### config.mk
export PLATFORM = sky130hd
export DESIGN_NAME = control_sequencer
export DESIGN_NICKNAME = d
export VERILOG_FILES = /design/src/rtl/computer_pkg.sv /design/src/rtl/control_sequencer_step_counter.sv /design/src/rtl/control_sequencer.sv
export SDC_FILE = /design/constraint.sdc
export NUM_CORES = 1
export LEC_CHECK = 0
export ABC_AREA = 0
export CAP_MARGIN = 20
export CORE_MARGIN = 2
export CORE_UTILIZATION = 42
export CTS_BUF_LIST = sky130_fd_sc_hd__clkbuf_4 sky130_fd_sc_hd__clkbuf_8
export CTS_CLUSTER_SIZE = 16
export DETAILED_ROUTE_END_ITERATION = 7
export PLACE_DENSITY = 0.81
export SLEW_MARGIN = 40
export SYNTH_ARGS = -nofsm -noshare
export SYNTH_HDL_FRONTEND = slang
export SYNTH_SLANG_ARGS = --single-unit
### constraint.sdc
create_clock -name clk -period 2 [get_ports clk]
set_clock_uncertainty 0.15 [all_clocks]
set_input_delay 0.4 -clock clk [delete_from_list [all_inputs] [get_ports clk]]
set_output_delay 0.4 -clock clk [all_outputs]
set_load 0.03 [all_outputs]
### src/rtl/computer_pkg.sv
// Shared definitions for the microcoded computer: opcodes, bus source codes,
// T-state names and the control word carried from decode to the output pins.
package computer_pkg;

   localparam int OPCODE_W_DEF  = 4;
   localparam int NUM_STEPS_DEF = 5;

   localparam logic [3:0] OP_NOP = 4'h0;
   localparam logic [3:0] OP_LDA = 4'h1;
   localparam logic [3:0] OP_ADD = 4'h2;
   localparam logic [3:0] OP_SUB = 4'h3;
   localparam logic [3:0] OP_STA = 4'h4;
   localparam logic [3:0] OP_LDI = 4'h5;
   localparam logic [3:0] OP_JMP = 4'h6;
   localparam logic [3:0] OP_JC  = 4'h7;
   localparam logic [3:0] OP_JZ  = 4'h8;
   localparam logic [3:0] OP_OUT = 4'hE;
   localparam logic [3:0] OP_HLT = 4'hF;

   localparam logic [2:0] BUS_RAM  = 3'd0;
   localparam logic [2:0] BUS_PC   = 3'd1;
   localparam logic [2:0] BUS_IR   = 3'd2;
   localparam logic [2:0] BUS_A    = 3'd3;
   localparam logic [2:0] BUS_B    = 3'd4;
   localparam logic [2:0] BUS_ALU  = 3'd5;
   localparam logic [2:0] BUS_NONE = 3'd7;

   localparam logic [2:0] STEP_T0 = 3'd0;
   localparam logic [2:0] STEP_T1 = 3'd1;
   localparam logic [2:0] STEP_T2 = 3'd2;
   localparam logic [2:0] STEP_T3 = 3'd3;
   localparam logic [2:0] STEP_T4 = 3'd4;

   typedef struct packed {
      logic       halt;
      logic       mem;
      logic       ram;
      logic       inst_in;
      logic       reg_a;
      logic       reg_b;
      logic       sub;
      logic       disp;
      logic       inc;
      logic       prog_c;
      logic       flag;
      logic [2:0] bus_sel;
   } ctrl_t;

   function automatic ctrl_t ctrl_idle();
      ctrl_t c;
      c         = '0;
      c.bus_sel = BUS_NONE;
      return c;
   endfunction

endpackage

### src/rtl/control_sequencer_step_counter.sv
// T-state counter: synchronous active-low clear, freeze (hold) and early clear
// back to T0; otherwise counts up and wraps from NUM_STEPS-1 to 0.
module step_counter
   import computer_pkg::*;
#(
   parameter int NUM_STEPS = NUM_STEPS_DEF
) (
   input  logic       clk,
   input  logic       res,
   input  logic       freeze,
   input  logic       early_clr,
   output logic [2:0] step
);

   always_ff @(posedge clk) begin
      if (!res) begin
         step <= STEP_T0;
      end else if (freeze) begin
         step <= step;
      end else if (early_clr || (step == 3'(NUM_STEPS - 1))) begin
         step <= STEP_T0;
      end else begin
         step <= step + 3'd1;
      end
   end

endmodule

### src/rtl/control_sequencer.sv
// Microcoded control sequencer: fetch in T0-T1, opcode-dependent execute in T2-T4.
// Define CTRL_EARLY_FETCH_EN to return to T0 right after the last busy execute step.
module control_sequencer
   import computer_pkg::*;
#(
   parameter int OPCODE_W  = OPCODE_W_DEF,
   parameter int NUM_STEPS = NUM_STEPS_DEF
) (
   input  logic       clk,
   input  logic       res,
   input  logic [7:0] inst,
   input  logic       carryFlag,
   input  logic       zeroFlag,
   output logic       halt,
   output logic       mem,
   output logic       ram,
   output logic       instIn,
   output logic       regA,
   output logic       regB,
   output logic       sub,
   output logic       disp,
   output logic       inc,
   output logic       progC,
   output logic       flag,
   output logic [2:0] bus_sel,
   output logic [2:0] step
);

`ifdef CTRL_EARLY_FETCH_EN
   localparam logic EARLY_EN = 1'b1;
`else
   localparam logic EARLY_EN = 1'b0;
`endif

   logic [OPCODE_W-1:0] opcode;
   logic                halted;
   logic                set_halt;
   logic                freeze;
   logic                early_clr;
   ctrl_t               ctrl;

   assign opcode = inst[7 -: OPCODE_W];

   step_counter #(.NUM_STEPS(NUM_STEPS)) u_step (
      .clk       (clk),
      .res       (res),
      .freeze    (freeze),
      .early_clr (early_clr),
      .step      (step)
   );

   // Reset during HLT T2 wins, so halted never sets on the reset edge.
   always_ff @(posedge clk) begin
      if (!res) begin
         halted <= 1'b0;
      end else if (set_halt) begin
         halted <= 1'b1;
      end
   end

   always_comb begin
      ctrl      = ctrl_idle();
      set_halt  = 1'b0;
      freeze    = 1'b0;
      early_clr = 1'b0;
      if (!res) begin
         ctrl = ctrl_idle();
      end else if (halted) begin
         ctrl.halt = 1'b1;
         freeze    = 1'b1;
      end else begin
         case (step)
            STEP_T0: begin
               ctrl.bus_sel = BUS_PC;
               ctrl.mem     = 1'b1;
            end
            STEP_T1: begin
               ctrl.bus_sel = BUS_RAM;
               ctrl.inst_in = 1'b1;
               ctrl.inc     = 1'b1;
            end
            STEP_T2: begin
               // Operations that finish here (or do nothing) may refetch early.
               early_clr = EARLY_EN;
               case (opcode)
                  OPCODE_W'(OP_LDA), OPCODE_W'(OP_ADD),
                  OPCODE_W'(OP_SUB), OPCODE_W'(OP_STA): begin
                     ctrl.bus_sel = BUS_IR;
                     ctrl.mem     = 1'b1;
                     early_clr    = 1'b0;
                  end
                  OPCODE_W'(OP_LDI): begin
                     ctrl.bus_sel = BUS_IR;
                     ctrl.reg_a   = 1'b1;
                  end
                  OPCODE_W'(OP_JMP): begin
                     ctrl.bus_sel = BUS_IR;
                     ctrl.prog_c  = 1'b1;
                  end
                  OPCODE_W'(OP_JC): begin
                     if (carryFlag) begin
                        ctrl.bus_sel = BUS_IR;
                        ctrl.prog_c  = 1'b1;
                     end
                  end
                  OPCODE_W'(OP_JZ): begin
                     if (zeroFlag) begin
                        ctrl.bus_sel = BUS_IR;
                        ctrl.prog_c  = 1'b1;
                     end
                  end
                  OPCODE_W'(OP_OUT): begin
                     ctrl.bus_sel = BUS_A;
                     ctrl.disp    = 1'b1;
                  end
                  OPCODE_W'(OP_HLT): begin
                     ctrl.halt = 1'b1;
                     set_halt  = 1'b1;
                     freeze    = 1'b1;
                     early_clr = 1'b0;
                  end
                  default: ;
               endcase
            end
            STEP_T3: begin
               case (opcode)
                  OPCODE_W'(OP_LDA): begin
                     ctrl.bus_sel = BUS_RAM;
                     ctrl.reg_a   = 1'b1;
                     early_clr    = EARLY_EN;
                  end
                  OPCODE_W'(OP_ADD), OPCODE_W'(OP_SUB): begin
                     ctrl.bus_sel = BUS_RAM;
                     ctrl.reg_b   = 1'b1;
                     ctrl.sub     = (opcode == OPCODE_W'(OP_SUB));
                  end
                  OPCODE_W'(OP_STA): begin
                     ctrl.bus_sel = BUS_A;
                     ctrl.ram     = 1'b1;
                     early_clr    = EARLY_EN;
                  end
                  default: ;
               endcase
            end
            STEP_T4: begin
               if ((opcode == OPCODE_W'(OP_ADD)) || (opcode == OPCODE_W'(OP_SUB))) begin
                  ctrl.bus_sel = BUS_ALU;
                  ctrl.reg_a   = 1'b1;
                  ctrl.flag    = 1'b1;
                  ctrl.sub     = (opcode == OPCODE_W'(OP_SUB));
               end
            end
            default: ;
         endcase
      end
   end

   assign halt    = ctrl.halt;
   assign mem     = ctrl.mem;
   assign ram     = ctrl.ram;
   assign instIn  = ctrl.inst_in;
   assign regA    = ctrl.reg_a;
   assign regB    = ctrl.reg_b;
   assign sub     = ctrl.sub;
   assign disp    = ctrl.disp;
   assign inc     = ctrl.inc;
   assign progC   = ctrl.prog_c;
   assign flag    = ctrl.flag;
   assign bus_sel = ctrl.bus_sel;

endmodule
==> flow_metrics.py, run 1 <==
metrics = {
    "run_status": {
        "status": "aborted with a tool error",
        "stop_stage": "4_1_cts",
        "error": "[ERROR DPL-0038] Utilization greater than 100%, impossible to legalize",
    },
    "synth": {
        "synth.most_common_cell": "nand2_1",
        "synth_top_area_frac": 0.130,
        "synth.distinct_cells": 38,
        "synth_flop_cell": "dfxtp_1",
        "synthCells": 83,
        "synth_common_cells": "nand2_1 (10), inv_1 (6), ha_1 (5)",
        "synthTopCellsByArea": "dfxtp_1 (13%), ha_1 (10%), nand2_1 (6.1%), buf_6 (3.6%), inv_1 (3.6%)",
        "syn_area_per_cell_sq_um": 7.45,
        "syn-cell-area_sq_um": 618,
        "yosys.area.top_type": "dfxtp_1",
        "ys_warn_count": 0,
        "synth_fp_nets": 100,
        "synthArstFlopShare": 0,
        "synth_edf_count": 0,
        "synth-seq-area-share": 0.130,
        "ys_ff_latch": 4,
    },
    "floorplanning": {
        "start_util": 0.463,
        "row_count": 13,
        "io_pins": 29,
        "die_h_microns": 42.4,
        "die_x_microns": 42.4,
    },
    "placement": {
        "dpl.hpwl_mm": 1.72,
        "portBuffers": 24,
        "gp_congestion": 0.902,
        "dp.cells": 149,
    },
    "clock_network": {
        "clock-sinks": 4,
        "hold_buffers": 0,
        "clk_path_buf_depth": 2,
        "numCtsBuffers": 3,
        "ctsResizeCount": 64,
        "cts_root_buffer": "clkbuf_4",
        "post_cts_buffers": 8,
        "htree_levels": 1,
    },
}
[logic make-up after synthesis]
group | share of synthesized area
buffers and inverters | 0.103
AOI/OAI and AO/OA | 0.217
xor gates and xnor gates | 0.0142
muxes | 0.0324
adders and majority gates | 0.101
and+or+nand+nor | 0.403
DFF | 0.130
[per-stage QoR]
stage	setup slack (ns)	cell area (sq um)
detailed placement	-0.987	1130
global placement	-0.957	1130
floorplan	-0.254	687
==> inputs of run 2 (changes only) <==
CORE_AREA = 2 2 63 65   (was unset)
CORE_MARGIN = unset   (was 2)
CORE_UTILIZATION = unset   (was 42)
CTS_BUF_LIST = unset   (was sky130_fd_sc_hd__clkbuf_4 sky130_fd_sc_hd__clkbuf_8)
CTS_CLUSTER_SIZE = unset   (was 16)
DIE_AREA = 0 0 65 67   (was unset)
PLACE_DENSITY = unset   (was 0.81)
PLACE_DENSITY_LB_ADDON = 0.15   (was unset)
==> run 2 against run 1 <==
Effect of this change: the flow now finishes, with violations (negative setup slack); synthesized area unchanged; synthesized cell count unchanged.
==> flow_metrics.py, run 2 <==
metrics = {
    "floorplanning": {
        "start_util": 0.171,
        "io_pins": 29,
        "dieArea_sq_um": 4360,
        "die_h_microns": 67,
        "row_count": 22,
        "die_x_microns": 65,
        "core-area_sq_um": 3610,
    },
    "layout": {
        "regArea_sq_um": 88.8,
        "regMostFlops": "u_step.step",
        "drive_gt1_frac": 0.600,
        "nFillCells": 387,
        "multi_input_comb_area_sq_um": 608,
        "diodes": 0,
        "top_regs": "u_step.step x3, halted x1",
        "nNetsFinal": 164,
        "area_growth_pct": 128,
        "final_common_cell": "buf_4",
        "final_cell_mix": "buf_4 (36), buf_6 (16), nand2_1 (8)",
        "largest_reg_flops": 3,
    },
    "drt": {
        "postRouteAntennaNets": 0,
        "drtIter0Drc": 28,
        "drc_errors": 0,
        "num_vias": 812,
        "wl_per_cell_microns": 11.8,
        "first_pass_iters": 3,
        "routed_via_density": 4.21,
        "wirelength_mm": 2.29,
    },
    "critical_path": {
        "slowest_stage": "or3b_1",
        "critPathKind": "reg2out",
        "critPathLaunch": "u_step.step[1]",
        "reg2reg_depth": 12,
        "rr_startpoint": "u_step.step[0]",
        "worst_setup_path_start_kind": "register",
        "end_kind": "output pin",
        "path_cells": "inv_1, ha_2, nor4_1, buf_4, a211oi_2, or3b_1, buf_6",
        "crit_path_max_incr_delay_ns": 0.38,
        "cp_max_fo": 4,
        "required_ns": 1.45,
        "crit_arrival_ns": 1.80,
    },
    "placement": {
        "gp_congestion": 0.773,
        "portBuffers": 24,
        "dpl.hpwl_mm": 1.85,
    },
    "clock_network": {
        "clock-sinks": 4,
        "hold_buffers": 0,
        "cts_tree": "built",
        "cts.clk_slew.worst_paths_ns": 0.03,
        "htree_levels": 1,
        "cts_root_buffer": "clkbuf_8",
        "clk_path_buf_depth": 2,
        "numCtsBuffers": 3,
        "clk_latency_ns": 0.21,
    },
    "synth": {
        "yosys.area.top_type": "dfxtp_1",
        "synthTopCellsByArea": "dfxtp_1 (13%), ha_1 (10%), nand2_1 (6.1%), buf_6 (3.6%), inv_1 (3.6%)",
        "synth-seq-area-share": 0.130,
        "synth_common_cells": "nand2_1 (10), inv_1 (6), ha_1 (5)",
        "synthCells": 83,
        "ys_ff_latch": 4,
        "ys_warn_count": 0,
        "syn_area_per_cell_sq_um": 7.45,
        "synth_fp_nets": 100,
        "synthArstFlopShare": 0,
        "synth_flop_cell": "dfxtp_1",
        "synth_edf_count": 0,
        "synth_top_area_frac": 0.130,
        "synth.distinct_cells": 38,
        "synth.most_common_cell": "nand2_1",
        "syn-cell-area_sq_um": 618,
    },
    "grt": {
        "grt_max_degree": 8,
        "grt_first_pass_wirelength_mm": 3.79,
        "grt_util_all_layers": 0.113,
        "grt_pass1_vias": 877,
        "antenna_found_initial": 0,
        "overflow": 0,
    },
    "sta": {
        "rsz0062_at_grt": "yes",
        "setup_viol": 12,
        "whs_ns": 0.441,
        "tightest_slew_ns": 0.328,
        "finalWorstSetupSlack_ns": -0.350,
        "post-route-period-util": 1.18,
        "max_freq_mhz": 426,
        "slew_headroom": 0.780,
        "hold_viol": 0,
        "period_needed_ns": 2.35,
        "slew_viol_final": 0,
    },
    "run": {
        "cap_violations": 0,
    },
    "run_status": {
        "status": "finished, violations left",
        "violations": "negative setup slack",
    },
    "min_path": {
        "min-delay-start": "halted",
        "hold_path.class": "reg2reg",
        "whs_path_depth": 3,
    },
    "pwr": {
        "peakVddDrop_mv": 0.400,
        "total_power_mw": 0.710,
        "p_per_area_nw_per_um2": 505,
        "power_leakage_nw": 0.639,
    },
}
-- run 2: cell counts after synthesis --
No cell type changed its count.
-- run 2: worst max-delay path, delay by kind of cell (launching register included) --
kind	cells	cell delay [ns]
and+or+nand+nor	2	0.45
buffers and inverters	3	0.36
DFF	1	0.34
adders and majority gates	1	0.22
AOI/OAI and AO/OA	1	0.22
-- run 2: worst paths after layout --
check / endpoint / slack (ns)
max reg2reg: u_step.step[0] / -0.02
min reg2reg: u_step.step[2] / 0.44
max: bus_sel[0] / -0.35
min: u_step.step[2] / 0.44
-- run 2: layer usage --
layer | vias to the layer above | global-route usage | part of all wire
li1 | 423 | - | -
met1 | 376 | 0.121 | 0.43
met2 | 13 | 0.218 | 0.54
met3 | 0 | 0.0203 | 0.029
met4 | 0 | 0.0426 | 0
met5 | - | 0 | 0
-- run 2: per-stage QoR --
step                      setup slack, ns  cell area, sq um  TNS [ns]  instances   util
after floorplan                    -0.254               687    -0.367         83      -
after CTS                          -0.375              1340     -2.50        191  0.370
after global placement             -0.957              1180     -6.01        182  0.327
after global routing               -0.448              1410     -3.46        193  0.390
final                              -0.350              1410     -2.40        193  0.390
after detailed placement           -0.982              1180     -6.21        182  0.327
-- run 2: logic make-up after synthesis --
group,synth area share
XOR/XNOR,0.0142
AND/OR/NAND/NOR,0.403
adder cells (fa/ha/maj),0.101
AO/OA/AOI/OAI,0.217
buffers and inverters,0.103
flip-flops,0.130
multiplexers,0.0324
-- run 2: where the power goes --
part	total, mW	switching [mW]	leakage [nW]	internal (mW)
Combinational	0.443	0.216	0.583	0.227
Clock	0.167	0.0390	0.0216	0.128
Sequential	0.100	0.00931	0.0345	0.0911
-- run 2: cell type report --
class | count | share of cell area
multi-input cells | 68 | 0.432
well taps | 48 | 0.0427
flip-flops and latches | 4 | 0.0631
repair buffers | 63 | 0.412
clock buffers | 3 | 0.0293
inverters | 7 | 0.0204
-- run 2: timing repair --
| item | in CTS | in global routing |
|---|---|---|
| gates resized for setup | 43 | 17 |
| setup buffers | 6 | 5 |
| setup endpoints to repair | 14 | 15 |
| pin swaps | 8 | 5 |
| hold endpoints to repair | 0 | 0 |
No activity file was read; power rests on OpenSTA's default activity.
==> inputs of run 3 (changes only) <==
GPL_TIMING_DRIVEN = 0   (was unset)
==> run 3 against run 2 <==
Effect of this change: the run still ends with negative setup slack left; highest routed layer is now met4; design area down 12%; clock power up 8%; combinational power down 14%; global-route usage down 0.78 points; critical path depth down 2; routed wire length down 7.8%; sequential power up 9%; flip-flop and latch count unchanged; hold slack worse by 0.12 ns; power down 5.8%; non-clock buffer count down 19; critical endpoint unchanged; core utilization down 4.6 points.
==> flow_metrics.py, run 3 (synthesized netlist as in run 2, its figures left out) <==
metrics = {
    "critical_path": {
        "rr_startpoint": "u_step.step[0]",
        "crit_arrival_ns": 1.70,
        "reg2reg_depth": 9,
        "required_ns": 1.45,
        "end_kind": "output pin",
        "worst_setup_path_start_kind": "register",
        "cp_max_fo": 4,
        "critPathKind": "reg2out",
        "reg2reg_slack_ns": 0.21,
        "reg2reg_to": "u_step.step[0]",
    },
    "clock_network": {
        "numCtsBuffers": 3,
        "cts_tree": "built",
        "clk_path_buf_depth": 2,
        "htree_levels": 1,
        "clk_latency_ns": 0.22,
        "clock-sinks": 4,
        "cts_root_buffer": "clkbuf_8",
        "cts.clk_slew.worst_paths_ns": 0.03,
        "hold_buffers": 0,
    },
    "sta": {
        "tns_ns": -0.859,
        "post-route-period-util": 1.13,
        "slew_headroom": 0.770,
        "hold_viol": 0,
        "period_needed_ns": 2.25,
        "setup_viol": 8,
        "rsz0062_at_grt": "yes",
        "finalWorstSetupSlack_ns": -0.251,
        "slew_viol_final": 0,
        "max_freq_mhz": 444,
        "tightest_slew_ns": 0.342,
    },
    "layout": {
        "nNetsFinal": 145,
        "instances_no_fill": 175,
        "post-route-util": 0.344,
        "diodes": 0,
        "largest_reg_flops": 3,
        "area_growth_pct": 101,
        "final_cell_mix": "buf_4 (17), buf_6 (13), buf_2 (8)",
        "final_common_cell": "buf_4",
        "regArea_sq_um": 95.1,
        "finalInstanceArea_sq_um": 1240,
        "regMostFlops": "u_step.step",
        "nFillCells": 405,
        "drive_gt1_frac": 0.622,
        "top_regs": "u_step.step x3, halted x1",
        "multi_input_comb_area_sq_um": 637,
    },
    "grt": {
        "grt_first_pass_wirelength_mm": 3.59,
        "grt_util_all_layers": 0.105,
        "grt_pass1_vias": 790,
        "top_usage_layer": "met2",
        "grt_util_met2": 0.184,
        "grt_util_met1": 0.125,
        "antenna_found_initial": 0,
        "overflow": 0,
        "use_met3": 0.0220,
        "grt_max_degree": 11,
    },
    "run": {
        "cap_violations": 0,
    },
    "floorplanning": {
        "die_x_microns": 65,
        "row_count": 22,
        "core-area_sq_um": 3610,
        "die_h_microns": 67,
        "io_pins": 29,
        "start_util": 0.171,
        "dieArea_sq_um": 4360,
    },
    "drt": {
        "first_pass_iters": 4,
        "routed_via_density": 4.31,
        "drtIter0Drc": 24,
        "wl_per_cell_microns": 12.0,
        "num_vias": 754,
        "postRouteAntennaNets": 0,
        "drc_errors": 0,
        "wirelength_mm": 2.11,
    },
    "placement": {
        "dp.cells": 154,
        "portBuffers": 23,
        "placed_cell_area_sq_um": 977,
        "gp_congestion": 0.759,
        "dpl.hpwl_mm": 1.50,
    },
    "pwr": {
        "peakVddDrop_mv": 0.379,
        "p_per_area_nw_per_um2": 539,
        "power_leakage_nw": 0.510,
    },
    "min_path": {
        "whs_endpoint": "u_step.step[0]",
        "hold_path.class": "in2reg",
        "min-delay-start": "res",
        "whs_path_depth": 2,
    },
    "run_status": {
        "status": "finished, violations left",
        "violations": "negative setup slack",
    },
}
run 3: cell types whose count changed in the layout (fill, tap and decap cells not counted), sizes merged:
cell / before / now
clkbuf: 3 / 5
buf: 54 / 39
dlymetal6s2s: 1 / 0
clkdlybuf4s50: 4 / 3
clkdlybuf4s15: 1 / 0
dlygate4sd2: 3 / 1
run 3: where the power goes:
part           switching [mW]  internal [mW]
Combinational           0.199          0.181
Clock                  0.0443          0.136
Sequential             0.0191         0.0899
Total                   0.262          0.407
run 3: worst max path at each step:
stage                    from    endpoint  slack (ns)  depth (start not counted)
3_5_place_dp          inst[4]        regA       -1.06                          5
6_report       u_step.step[0]  bus_sel[0]       -0.25                          5
4_1_cts        u_step.step[1]  bus_sel[0]       -0.25                          5
5_1_grt        u_step.step[0]  bus_sel[0]       -0.33                          5
2_1_floorplan  u_step.step[0]        regA       -0.25                          6
3_3_place_gp          inst[4]        regA       -1.06                          5
run 3: layout make-up:
cell class | count | share of cell area
Sequential cell | 4 | 0.0766
Timing Repair Buffer | 40 | 0.266
Clock buffer | 4 | 0.0363
Buffer | 4 | 0.0363
Multi-Input combinational cell | 68 | 0.513
Tap cell | 48 | 0.0484
Inverter | 7 | 0.0232
run 3: worst max-delay path, cell delays in order (launching register included):
cell and delay [ns]:
dfxtp_4 0.36, ha_4 0.18, ha_4 0.17, a211oi_2 0.23, or3b_4 0.40, buf_6 0.15
run 3: metrics by stage:
stage	setup WS, ns	power (mW)	hold WS [ns]
2_1_floorplan	-0.254	0.310	0.302
3_3_place_gp	-1.06	0.413	0.324
3_5_place_dp	-1.06	0.414	0.325
4_1_cts	-0.248	0.659	0.315
5_1_grt	-0.327	0.716	0.336
6_report	-0.251	0.669	0.318
run 3: per-layer routing:
layer / vias to the layer above / part of all wire / wire (microns)
li1: 387 / - / -
met5: - / 0 / 0
met1: 350 / 0.42 / 890
met4: 0 / 0.0047 / 10
met3: 2 / 0.051 / 107
met2: 15 / 0.52 / 1100
run 3: what timing repair did:
| item | in CTS | in global routing |
|---|---|---|
| endpoints found under the setup margin | 14 | 13 |
| pin swaps | 16 | 5 |
| gates resized for setup | 119 | 28 |
| setup buffers | 15 | 2 |
| endpoints found under the hold margin | 0 | 0 |
==> inputs of run 4 (changes only) <==
GPL_TIMING_DRIVEN = unset   (was 0)
clock period = 1.8 ns   (was 2 ns; I/O delays follow)
==> run 4 against run 3 <==
Effect of this change: the flow still finishes with violations (negative setup slack); sequential share of layout area decreased by 1.3 points; critical path depth increased by 4; count of clock-buffer cells in the layout unchanged; combinational power increased by 31%; core utilization increased by 5.1 points; via count increased by 9.5%; critical endpoint is now regA; largest power group unchanged.
==> flow_metrics.py, run 4 (synthesized netlist as in run 2, its figures left out) <==
metrics = {
    "layout": {
        "largest_reg_flops": 3,
        "regArea_sq_um": 90.1,
        "final_cell_mix": "buf_4 (36), buf_6 (18), nand2_1 (7)",
        "regMostFlops": "u_step.step",
        "drive_gt1_frac": 0.642,
        "nFillCells": 384,
        "area_growth_pct": 131,
        "finalInstanceArea_sq_um": 1430,
        "multi_input_comb_area_sq_um": 627,
        "final_common_cell": "buf_4",
        "nNetsFinal": 166,
        "top_regs": "u_step.step x3, halted x1",
        "diodes": 0,
    },
    "clock_network": {
        "clk_path_buf_depth": 2,
        "htree_levels": 1,
        "clk_latency_ns": 0.22,
        "numCtsBuffers": 3,
        "cts_root_buffer": "clkbuf_8",
        "cts_tree": "built",
        "cts.clk_slew.worst_paths_ns": 0.03,
        "clock-sinks": 4,
    },
    "drt": {
        "first_pass_iters": 4,
        "wl_per_cell_microns": 11.6,
        "drtIter0Drc": 30,
        "postRouteAntennaNets": 0,
        "wirelength_mm": 2.27,
        "routed_via_density": 4.21,
        "num_vias": 826,
        "drc_errors": 0,
    },
    "critical_path": {
        "required_ns": 1.29,
        "crit_arrival_ns": 1.83,
        "critPathKind": "reg2out",
        "cp_max_fo": 4,
        "worst_setup_path_start_kind": "register",
        "reg2reg_depth": 11,
        "end_kind": "output pin",
    },
    "grt": {
        "grt_util_all_layers": 0.106,
        "overflow": 0,
        "antenna_found_initial": 0,
        "grt_pass1_vias": 828,
        "grt_first_pass_wirelength_mm": 3.57,
        "grt_max_degree": 8,
    },
    "pwr": {
        "total_power_mw": 0.809,
        "power_leakage_nw": 0.643,
        "peakVddDrop_mv": 0.456,
        "p_per_area_nw_per_um2": 567,
    },
    "placement": {
        "portBuffers": 24,
        "gp_congestion": 0.743,
        "dpl.hpwl_mm": 1.77,
        "placed_cell_area_sq_um": 1170,
    },
    "sta": {
        "setup_viol": 16,
        "max_freq_mhz": 428,
        "rsz0062_at_grt": "yes",
        "period_needed_ns": 2.34,
        "hold_viol": 0,
        "tightest_slew_ns": 0.304,
        "post-route-period-util": 1.30,
        "slew_viol_final": 0,
        "slew_headroom": 0.798,
        "finalWorstSetupSlack_ns": -0.536,
    },
    "min_path": {
        "hold_path.class": "in2reg",
        "whs_path_depth": 3,
    },
    "floorplanning": {
        "die_x_microns": 65,
        "dieArea_sq_um": 4360,
        "start_util": 0.171,
        "die_h_microns": 67,
        "core-area_sq_um": 3610,
        "io_pins": 29,
        "row_count": 22,
    },
    "run": {
        "cap_violations": 0,
    },
    "run_status": {
        "status": "finished, violations left",
        "violations": "negative setup slack",
    },
}
run 4: cell count changes in the layout (fill, tap and decap cells not counted), sizes merged:
cell           before  now
dlymetal6s2s        0    1
dlygate4sd2         1    5
clkdlybuf4s50       3    1
buf                39   56
clkbuf              5    6
run 4: metrics by stage:
step / utilization / hold slack (ns) / TNS, ns / setup slack, ns / cells
global route: 0.395 / 0.396 / -5.36 / -0.623 / 196
detailed placement: 0.323 / 0.424 / -8.84 / -1.10 / 183
CTS: 0.367 / 0.439 / -3.84 / -0.527 / 191
global placement: 0.323 / 0.419 / -8.71 / -1.10 / 183
finish: 0.395 / 0.344 / -4.31 / -0.536 / 196
floorplan: - / 0.302 / -1.11 / -0.414 / 83
run 4: timing repair:
item | CTS | global route
hold buffers | 0 | 0
resized for setup | 49 | 20
buffers inserted | 4 | 5
endpoints found under the setup margin | 21 | 15
pin swaps | 9 | 5
run 4: cell type report:
| type | count | share of cell area |
|---|---|---|
| multi-input combinational | 68 | 0.440 |
| inverter | 7 | 0.0202 |
| timing repair buffer | 65 | 0.403 |
| sequential | 4 | 0.0632 |
| clock buffer | 4 | 0.0316 |
| tap | 48 | 0.0421 |
run 4: power breakdown:
| part | internal [mW] | leakage, nW | total [mW] | switching (mW) |
|---|---|---|---|---|
| sequential | 0.101 | 0.0350 | 0.112 | 0.0107 |
| combinational | 0.251 | 0.585 | 0.495 | 0.244 |
| clock | 0.152 | 0.0228 | 0.201 | 0.0497 |
| total | 0.504 | 0.643 | 0.809 | 0.305 |
run 4: final timing paths:
kind | start | endpoint | slack, ns
max | u_step.step[0] | regA | -0.54
min | res | halted | 0.34
min reg2reg | u_step.step[2] | u_step.step[2] | 0.48
max reg2reg | u_step.step[0] | u_step.step[0] | -0.15
run 4: critical path, cell delays in order, from the launching register on:
cell,delay [ns]
dfxtp_4,0.36
inv_4,0.07
buf_6,0.09
ha_4,0.12
buf_6,0.09
nor2b_4,0.14
mux2i_1,0.08
o32a_1,0.32
nor4_4,0.15
buf_4,0.20
run 4: metal layers:
metal	vias to the layer above	routed length [microns]	GRT usage
met2	14	1230	0.198
met3	0	71	0.0101
li1	427	-	-
met4	0	0	0.0399
met5	-	0	0
met1	385	970	0.124
